==> src/rtl/program_memory_loader.sv <==
`default_nettype none
// ============================================================================
// Module   : program_memory_loader
// Purpose  : Packs a byte stream little-endian into 32-bit words, writes them
//            into program memory and holds the core in reset until done.
// Revision : 1.0 - initial release
// ============================================================================
module program_memory_loader #(
    parameter int PROGRAM_MEMORY_DEPTH = 64
) (
    input  logic        clk,
    input  logic        reset,
    input  logic        start_i,
    input  logic [15:0] word_count_i,
    input  logic        byte_valid_i,
    input  logic [7:0]  byte_data_i,
    output logic        byte_ready_o,
    output logic        Mem_Write_o,
    output logic [31:0] Address_o,
    output logic [31:0] Write_Data_o,
    output logic        cpu_reset_o,
    output logic        busy_o,
    output logic        done_o,
    output logic        error_o
);

    localparam logic [2:0]  C_IDLE    = 3'd0;
    localparam logic [2:0]  C_COLLECT = 3'd1;
    localparam logic [2:0]  C_WRITE   = 3'd2;
    localparam logic [2:0]  C_DONE    = 3'd3;
    localparam logic [2:0]  C_ERROR   = 3'd4;
    localparam logic [15:0] C_DEPTH   = 16'(PROGRAM_MEMORY_DEPTH);

    logic [2:0]  state_q,    state_d;
    logic [1:0]  byte_cnt_q, byte_cnt_d;
    logic [15:0] word_idx_q, word_idx_d;
    logic [15:0] count_q,    count_d;
    logic [23:0] data_q,     data_d;
    logic [31:0] wdata_q,    wdata_d;
    logic [31:0] addr_q,     addr_d;

    logic        w_accept;
    logic [15:0] w_idx_next;

    assign w_accept   = byte_valid_i && (state_q == C_COLLECT);
    assign w_idx_next = word_idx_q + 16'd1;

    always_comb begin
        state_d    = state_q;
        byte_cnt_d = byte_cnt_q;
        word_idx_d = word_idx_q;
        count_d    = count_q;
        data_d     = data_q;
        wdata_d    = wdata_q;
        addr_d     = addr_q;

        case (state_q)
            C_IDLE, C_DONE, C_ERROR: begin
                if (start_i) begin
                    if (word_count_i == 16'd0) begin
                        state_d = C_DONE;
                    end else if (word_count_i > C_DEPTH) begin
                        state_d = C_ERROR;
                    end else begin
                        count_d    = word_count_i;
                        word_idx_d = 16'd0;
                        byte_cnt_d = 2'd0;
                        state_d    = C_COLLECT;
                    end
                end
            end
            C_COLLECT: begin
                if (w_accept) begin
                    byte_cnt_d = byte_cnt_q + 2'd1;
                    case (byte_cnt_q)
                        2'd0: data_d[7:0]   = byte_data_i;
                        2'd1: data_d[15:8]  = byte_data_i;
                        2'd2: data_d[23:16] = byte_data_i;
                        2'd3: begin
                            // Last byte bypasses the holding register straight into the output word
                            wdata_d = {byte_data_i, data_q};
                            addr_d  = {14'd0, word_idx_q, 2'b00};
                            state_d = C_WRITE;
                        end
                    endcase
                end
            end
            C_WRITE: begin
                word_idx_d = w_idx_next;
                byte_cnt_d = 2'd0;
                state_d    = (w_idx_next == count_q) ? C_DONE : C_COLLECT;
            end
            default: state_d = C_IDLE;
        endcase
    end

    always_ff @(posedge clk or negedge reset) begin
        if (!reset) begin
            state_q    <= C_IDLE;
            byte_cnt_q <= 2'd0;
            word_idx_q <= 16'd0;
            count_q    <= 16'd0;
            data_q     <= 24'd0;
            wdata_q    <= 32'd0;
            addr_q     <= 32'd0;
        end else begin
            state_q    <= state_d;
            byte_cnt_q <= byte_cnt_d;
            word_idx_q <= word_idx_d;
            count_q    <= count_d;
            data_q     <= data_d;
            wdata_q    <= wdata_d;
            addr_q     <= addr_d;
        end
    end

    assign byte_ready_o = (state_q == C_COLLECT);
    assign Mem_Write_o  = (state_q == C_WRITE);
    assign busy_o       = (state_q == C_COLLECT) || (state_q == C_WRITE);
    assign cpu_reset_o  = (state_q == C_DONE);
    assign done_o       = (state_q == C_DONE);
    assign error_o      = (state_q == C_ERROR);
    assign Address_o    = addr_q;
    assign Write_Data_o = wdata_q;

endmodule
`default_nettype wire

==> config.mk <==
export PLATFORM = sky130hd
export DESIGN_NAME = program_memory_loader
export DESIGN_NICKNAME = d
export VERILOG_FILES = /design/src/rtl/program_memory_loader.sv
export SDC_FILE = /design/constraint.sdc
export NUM_CORES = 1
export LEC_CHECK = 0
export CAP_MARGIN = 20
export CORE_MARGIN = 10
export CORE_UTILIZATION = 50
export DETAILED_ROUTE_END_ITERATION = 16
export GPL_TIMING_DRIVEN = 0
export PLACE_DENSITY = 0.76
export SETUP_SLACK_MARGIN = 0.3
export SKIP_LAST_GASP = 1
export SLEW_MARGIN = 0
export SYNTH_ARGS = -nofsm -noshare
export SYNTH_HDL_FRONTEND = slang
export SYNTH_SLANG_ARGS = --single-unit
==> constraint.sdc <==
create_clock -name clk -period 7.4 [get_ports clk]
set_input_delay 1.48 -clock clk [delete_from_list [all_inputs] [get_ports clk]]
set_output_delay 1.48 -clock clk [all_outputs]
set_load 0.02 [all_outputs]
==> summary.md <==
The total via count in the routed design came out at 3544. The number of flops mapped to enable cells by yosys is 0, and the post-route cell area is 6330 um2. Clock-pin slew was measured on the worst setup and hold paths at 110 ps. Data on the critical path is required at its endpoint by 5920 ps.

Number of cells produced by synthesis: 420. Count of pins over their slew limit: 0. The number of buffers added by the clock tree synthesis step is 9, and the buffer count from post-CTS setup fixing is 0. The number of hold-repair buffers added at the cts stage was 0; the proportion of synthesized flip-flops having asynchronous set or reset was 100%.

Reported leakage power: 2.92 nW. At the end of routability-driven placement, the weighted congestion stood at 0.841. The synthesized netlist contains 49 unique library cells.

After floorplanning, the core was divided into 36 placement rows. After detailed routing, the average wire length per cell comes to 16.5 um. Die height: 121 um. Library cell with the largest summed area after synthesis: sky130_fd_sc_hd__dfrtp_1.

Of the total synthesized cell area, the portion taken by full adders, half adders and majority gates is 1.23%. After synthesis, the share of cell area in mux cells is 18.0%. The worst hold path begins at Address_o[4]. The run gives 3770 as the via count of the first global-routing pass. Of the synthesized area, sequential elements account for 53.8%.

Entering global routing, the biggest net connects 65 pins. The tools report the final hold violation count as 0. The final worst slack is 3270 ps, and the area of the die is 14600 um2.

The number of antenna violations at the first check in global routing was 0. The placed instance count is 650. The number of antenna diodes in the final layout is 0. The tools report the H-tree depth as 3. TritonCTS built the clock tree. Input and output buffers added on the ports amount to 81. In the post-synthesis netlist, the cell with the most instances is sky130_fd_sc_hd__dfrtp_1. The share of synthesized area in the top cell type comes to 53.8%. For the number of top-level pins, the log shows 98. Summing all placed instances gives a cell area of 6130 um2.

The most frequently used flop master after synthesis was sky130_fd_sc_hd__dfrtp_1. The worst hold path stage count is 1, and the worst endpoint data arrival time is 2650 ps. Setup violations remaining at the end of the flow were counted as 0. During synthesis, Yosys emitted a total of 0 warnings. After synthesis, the largest family of logic cells by area is multiplexers. At the pin with the least slew margin, the transition time is 628 ps. The number of design rule violations left after detail routing came out at 0.

Power spread over the standard cell area amounts to 201 nW/um2. At the end of the flow, the number of nets in the layout was 561. The reg-to-reg setup timing slack came out at 4430 ps.

Summed over all failing endpoints, the final setup total negative slack is 0 ps. The mean post-synth cell area was 12.1 um2; the share of the core filled with cells was 64.5%. The cell depth of the worst flop-to-flop path is 8, and the total half-perimeter wirelength after legalization and detailed placement is 8270 um. The global router's overall resource usage was 15.5%. Dividing the final minimum period by the clock period gives 55.8%. The compound-cell area share of the yosys netlist is 6.81%.

The worst hold path terminates at Address_o[4]. Setup repair after global routing left no endpoint under its margin. For the violation count after the first detailed-routing iteration, the log shows 171. The run gives 0 as the residual antenna-violating net count after detailed routing.

Tracing the worst setup path back leads to its startpoint at state_q[2]. The core area came out at 9820 um2. The final layout contains routed wiring with a total length of 11000 um. The run gives 0 as the number of cells upsized or downsized after cts. Clock skew on the completed layout was measured at 16.1 ps. The final cell count without fillers was 666.

Summing every instance area after synthesis gives 5070 um2. The setup path with the least slack is of type register to output port. Hold timing on the final database bottoms out at a slack of 512 ps. The tools report the first-pass GRT wire length as 18600 um.

The sink count of the clock tree was 109; the pre-CTS worst setup slack was 3120 ps. The run gives 0 as the max-capacitance violation count. The tools report the source of the worst register-to-register timing path as word_idx_q[0]. Total power for the finished layout comes to 1.27 mW. The path class of the lowest-slack min-delay path was register to register. The run finished with clean final reports. Summing the areas of all and, or, nand and nor instances in the mapped netlist gives 10.6% of the synthesized area. Xor and xnor fraction of the mapped netlist area: 4.14%. Across the VDD grid, the largest voltage drop is 0.147 mV. In this run the worst path has a maximum fanout of 10.

Minimum period implied by the final worst setup slack: 4130 ps. Global routing finished with a remaining overflow of 0. The clock passes through at most 2 buffers.

The relative max-transition margin came out at 58.2%. The pre-antenna-repair detailed-routing pass consisted of 4 iterations. Ranked by total cell area, the synthesized netlist is headed by sky130_fd_sc_hd__dfrtp_1 54%, sky130_fd_sc_hd__mux2_2 17%, sky130_fd_sc_hd__buf_4 2.8%. The horizontal die dimension was 121 um; the starting density of the core was 51.7%.

The tools report the nature of the critical path endpoint as an output port. Sort of element at the start of the critical path: a register. The later pin in the worst-skew pair is clocked with a latency of 370 ps.

The cell at the root of the clock tree was sky130_fd_sc_hd__clkbuf_8. Counting flops and latches in the post-synthesis netlist gives 109. Relative to the synthesized area, the layout overhead comes to 24.8%. Fraction of final layout cells with drive strength greater than 1: 24.4%. The worst register-to-register path ends at state_q[1]. The per-cell via count in the routed design is 5.32.

Static timing analysis puts the maximum clock frequency at 242 MHz. By count the netlist is led by 109 x sky130_fd_sc_hd__dfrtp_1, 78 x sky130_fd_sc_hd__mux2_2, 22 x sky130_fd_sc_hd__nand2_1, 19 x sky130_fd_sc_hd__buf_4.
## worst max-delay path, stage by stage, from the launching register on
cell	delay, ps
sky130_fd_sc_hd__dfrtp_1	470
sky130_fd_sc_hd__nor2b_1	260
sky130_fd_sc_hd__nand2b_1	150
sky130_fd_sc_hd__inv_1	130
sky130_fd_sc_hd__clkbuf_1	460
sky130_fd_sc_hd__or2_2	210
sky130_fd_sc_hd__clkdlybuf4s50_1	600
## report_power, final
part           switching [mW]  total, mW  internal, mW
clock                   0.219      0.353         0.134
combinational           0.118      0.233         0.115
sequential             0.0378      0.687         0.649
## flip-flops by register name, summed over array words and instances, names as in the netlist
signal	cells
Address_o	16
Write_Data_o	32
byte_cnt_q	2
count_q	16
data_q	24
state_q	3
word_idx_q	16
## kinds of logic after synthesis
logic type	Yosys count
adders and majority gates	5
xor gates and xnor gates	24
DFF	109
AOI/OAI and AO/OA	51
buffers and inverters	49
and+or+nand+nor	100
muxes	81
other	1
## placed cells by master (no fill, tap or decap), drive strengths merged, types with 3 or more instances in the layout
master         netlist  routed
a21oi               13      13
a31oi               11      11
and2                 4       4
buf                 27      29
clkbuf              14      23
clkdlybuf4s50        0      80
clkinv               0       3
conb                 1      16
dfrtp              109     109
ha                   5       5
inv                  8      11
mux2                79      79
nand2               22      22
nand3               10      10
nand4                5       5
nor2                14      14
nor2b               13      13
nor3                12      12
nor4                 4       4
o21a                 4       4
o21ai                4       4
or4                  6       6
xnor2               14      14
xor2                10      10
## metal layers
metal	global-route usage [%]	vias to the layer above	part of all wire, %
met4	3.62	0	0.72
met3	6.75	8	9.5
met1	16.7	1771	38
met5	0	-	0
li1	-	1674	-
met2	27.4	91	52
## how the worst max path moves through the flow
stage	depth (start not counted)	end	slack, ps
2_1_floorplan	8	count_q[6]	3720
3_3_place_gp	1	Write_Data_o[26]	910
3_5_place_dp	9	count_q[6]	3120
4_1_cts	6	busy_o	3260
5_1_grt	6	busy_o	3080
6_report	6	busy_o	3270
## area by class of cell
type                       instances  area, um2
fill                             823       3490
sequential                       109       2730
multi-input combinational        277       2130
timing repair buffer              82        836
buffer                            41        241
tap                              133        166
clock buffer                       9        124
clock inverter                     7       76.3
inverter                           8       30.0
Power figures use the tool's default switching activity.
